<file path="src/rtl/aes_round_sequencer.sv">
// Round sequencer for one AES-128 block: steps round_index 0..NR, drives the key-store and
// init/final selects, and holds the result until the consumer takes it.
module aes_round_sequencer #(
   parameter int unsigned NR    = 10,
   parameter int unsigned IDX_W = 4
) (
   input  logic             clk,
   input  logic             rst,
   input  logic             in_valid,
   output logic             in_ready,
   output logic             load_key,
   output logic [IDX_W-1:0] round_index,
   output logic             round_en,
   output logic             key_we,
   output logic             init_round,
   output logic             final_round,
   output logic             out_valid,
   input  logic             out_ready,
   output logic             busy
);

   typedef enum logic [2:0] {
      StIdle  = 3'd0,
      StLoad  = 3'd1,
      StInit  = 3'd2,
      StRound = 3'd3,
      StFinal = 3'd4,
      StHold  = 3'd5
   } state_e;

   localparam logic [IDX_W-1:0] LastIdx = IDX_W'(NR);
   localparam logic [IDX_W-1:0] PreLast = IDX_W'(NR - 1);
   localparam logic [IDX_W-1:0] OneIdx  = IDX_W'(1);

   state_e           state_q, state_d;
   logic [IDX_W-1:0] idx_q, idx_d;

   always_ff @(posedge clk) begin
      if (rst) begin
         state_q <= StIdle;
         idx_q   <= '0;
      end else begin
         state_q <= state_d;
         idx_q   <= idx_d;
      end
   end

   always_comb begin
      state_d = state_q;
      idx_d   = idx_q;
      case (state_q)
         StIdle: begin
            idx_d = '0;
            if (in_valid) state_d = StLoad;
         end
         StLoad: begin
            idx_d   = '0;
            state_d = StInit;
         end
         StInit: begin
            idx_d   = OneIdx;
            state_d = (NR == 1) ? StFinal : StRound;
         end
         StRound: begin
            // Saturate at NR so the counter can never run past the last round.
            if (idx_q >= PreLast) begin
               idx_d   = LastIdx;
               state_d = StFinal;
            end else begin
               idx_d = idx_q + OneIdx;
            end
         end
         StFinal: begin
            idx_d   = LastIdx;
            state_d = StHold;
         end
         StHold: begin
            idx_d = LastIdx;
            if (out_ready) begin
               idx_d   = '0;
               state_d = StIdle;
            end
         end
         default: begin
            idx_d   = '0;
            state_d = StIdle;
         end
      endcase
   end

   always_comb begin
      in_ready    = 1'b0;
      load_key    = 1'b0;
      round_en    = 1'b0;
      init_round  = 1'b0;
      final_round = 1'b0;
      out_valid   = 1'b0;
      case (state_q)
         StIdle:  in_ready = 1'b1;
         StLoad:  load_key = 1'b1;
         StInit: begin
            round_en   = 1'b1;
            init_round = 1'b1;
         end
         StRound: round_en = 1'b1;
         StFinal: begin
            round_en    = 1'b1;
            final_round = 1'b1;
         end
         StHold:  out_valid = 1'b1;
         default: in_ready = 1'b0;
      endcase
      busy        = (state_q != StIdle);
      round_index = idx_q;
      key_we      = round_en && (idx_q != LastIdx);
   end

endmodule

</file>
<file path="config.mk">
export PLATFORM = sky130hd
export DESIGN_NAME = aes_round_sequencer
export DESIGN_NICKNAME = d
export VERILOG_FILES = /design/src/rtl/aes_round_sequencer.sv
export SDC_FILE = /design/constraint.sdc
export NUM_CORES = 1
export LEC_CHECK = 0
export BUFFER_PORTS_ARGS = -buffer_cell sky130_fd_sc_hd__buf_2
export CORE_AREA = 2 2 39 41
export CTS_CLUSTER_SIZE = 30
export DETAILED_ROUTE_END_ITERATION = 8
export DIE_AREA = 0 0 41 43
export PLACE_DENSITY = 0.58
export SLEW_MARGIN = 20
export SYNTH_ARGS = -nofsm -noshare
export SYNTH_HDL_FRONTEND = slang
export SYNTH_SLANG_ARGS = --single-unit
</file>
<file path="constraint.sdc">
create_clock -name clk -period 3.3 [get_ports clk]
set_input_delay 0.66 -clock clk [delete_from_list [all_inputs] [get_ports clk]]
set_output_delay 0.66 -clock clk [all_outputs]
set_load 0.02 [all_outputs]
</file>
==> results.toml <==
[outcome]
status = "finished clean"

[routing]
vias = 409
wire_per_inst_um = 11.8
ant_nets = 0
firstDrtPassIters = 4
first_iter_violations = 6
wl_um = 989
viasPerCell = 4.87
route.detailed.drc = 0

[grt]
grt_max_degree = 11
grt_pass1_wl_mm = 1.48
grt-ovfl-total = 0
grt_pass1_vias = 341
antenna_found_initial = 0
grt_usage_pct = 13.3

[setup_path]
reg2reg_depth = 5
r2r_slack_ns = 1.74
crit_fanout = 9
r2r-end = "round_index[2]"
worst_ep_arrival_time_ns = 1.33
crit_slowest_cell = "dfxtp_1"
cp_slowest_stage_delay_ns = 0.39
start_kind = "register"
crit_type = "register to output pin"
crit_chain = "nor2_1 > nand2_1 > a32oi_1 > buf_2"
crit_path_end_kind = "output pin"
required_ns = 2.64
reg2reg_from = "round_index[1]"

[die]
rows = 14
ios = 16
die-area_um2 = 1760
coreArea_um2 = 1380
die_y_um = 43
initial_core_util_pct = 34.2
die_x_um = 41

[cts]
cts_resized = 0
cts_max_path_buffers = 2
cts_made_buffers = 3
cts_tree = "done"
cts_num_sinks = 7
ctsRootBufferMaster = "clkbuf_4"
clk_latency_ns = 0.25
path_clk_slew_ns = 0.05
holdBufCountCts = 0
post_cts_buffers = 0
cts_max_level = 1

[power_and_ir_drop]
p_sw_mw = 0.0720
leakage_nw = 0.273
pwr-share-comb_pct = 23.6
vdd_ir_drop_max_v = 0.000257
p_per_area_nw_per_um2 = 394
clkPwrFrac_pct = 34.3
swShare_pct = 31.4
seq_power_share_pct = 42.1
intPower_mw = 0.157
total_power_mw = 0.229

[place]
port_buffers = 15
placed_area_um2 = 556
gp_congestion = 0.736
post-place-ws_ns = 1.58
dp_hpwl_um = 713
place_inst = 80

[synthesis]
synth.most_common_cell = "dfxtp_1"
synth_seq_area_share_pct = 29.6
synthesis.area_um2 = 473
synth_top_area_cell = "dfxtp_1"
synth_ff_type = "dfxtp_1"
yosys_warnings = 0
ys_types = 29
ys_seq_elements = 7
avgSynthCellArea_um2 = 9.10
synthCells = 52
synthTopCellsByCount = "dfxtp_1, inv_1, ha_1, nand2_1"
synth_edf_count = 0
synthDominantCellAreaShare_pct = 29.6
synthArstFlopShare_pct = 0
synth_nets = 60
netlist_top_cells_area = "dfxtp_1, ha_1, nor4b_4"

[final_layout]
antennaDiodeCount = 0
stdcell_count = 84
area_delta_synth_final_pct = 23.0
drive_above_1_share_pct = 38.2
utilization_pct = 42.0
nets = 77
fin_area_um2 = 582

[run]
drv_cap = 0

[worst_hold_path]
hold_start = "round_index[3]"
hold_class = "register to register"
hold_end = "state_q[2]"
whs_path_depth = 2

[sta]
max_freq_ghz = 0.501
hold_ws_ns = 0.569
worstMarginPinSlew_ns = 0.317
setup_tns_ns = 0
period_needed_ns = 1.99
hold_viol = 0
rsz0062_at_grt = "false"
timing.final.ws_setup_ns = 1.31
setup_viol = 0
maxSlewViolCount = 0
finClkSkew_ns = 0.00339
slew_headroom_pct = 78.9
finalCritPeriodShare_pct = 60.4
## flip-flops by register name (all words and copies together) (netlist names)
register     cells
round_index      4
state_q          3
## power by group through the flow
stage / clock network (mW) / logic (mW) / registers, mW
after floorplan: 0 / 0.0401 / 0.0963
after global placement: 0 / 0.0538 / 0.0982
after detailed placement: 0 / 0.0539 / 0.0982
after CTS: 0.0832 / 0.0546 / 0.0964
after global routing: 0.0871 / 0.0606 / 0.0975
final: 0.0785 / 0.0540 / 0.0964
## how the worst max path moves through the flow
stage                               from      to  depth (start not counted)
after global routing          state_q[1]  key_we                          4
after detailed placement      state_q[1]  key_we                          4
after floorplan           round_index[0]  key_we                          3
final                         state_q[1]  key_we                          4
after global placement        state_q[1]  key_we                          4
after CTS                     state_q[1]  key_we                          4
## routing by layer
metal / global-route usage, % / routed length [um] / up-vias
met4: 8.00 / 10 / 0
met2: 18.1 / 467 / 14
met1: 15.2 / 446 / 179
met5: 0 / 0 / -
li1: - / - / 214
met3: 7.85 / 65 / 2
## placed cells by master (no fill, tap or decap), types with 2 or more instances in the layout
master,synthesis,final
inv_1,5,5
dfxtp_1,7,7
and3b_1,2,2
a21oi_1,3,3
or3_1,2,2
clkbuf_4,0,3
nand2_1,4,4
nor2_1,3,3
ha_1,4,4
buf_2,0,15
## logic make-up after synthesis
logic type / after synthesis / share of synthesized area (%)
flops: 7 / 29.6
buf+inv: 8 / 6.61
xor+xnor: 1 / 1.85
compound gates: 9 / 14.3
fa+ha+maj: 4 / 10.6
simple gates: 23 / 37.0
## critical path, delay by kind of cell (launching register included)
kind,cells,cell delay (ns)
AO/OA/AOI/OAI,1,0.18
buffers and inverters,1,0.19
flip-flops,1,0.39
AND/OR/NAND/NOR,2,0.31
## cell type report
cell class / count / area [um^2]
clock buffers: 4 / 26.3
fillers: 144 / 802
inverters: 5 / 18.8
multi-input cells: 37 / 302
flip-flops and latches: 7 / 140
well taps: 16 / 20.0
repair buffers: 15 / 75.1
No activity file was read; power rests on OpenSTA's default activity.
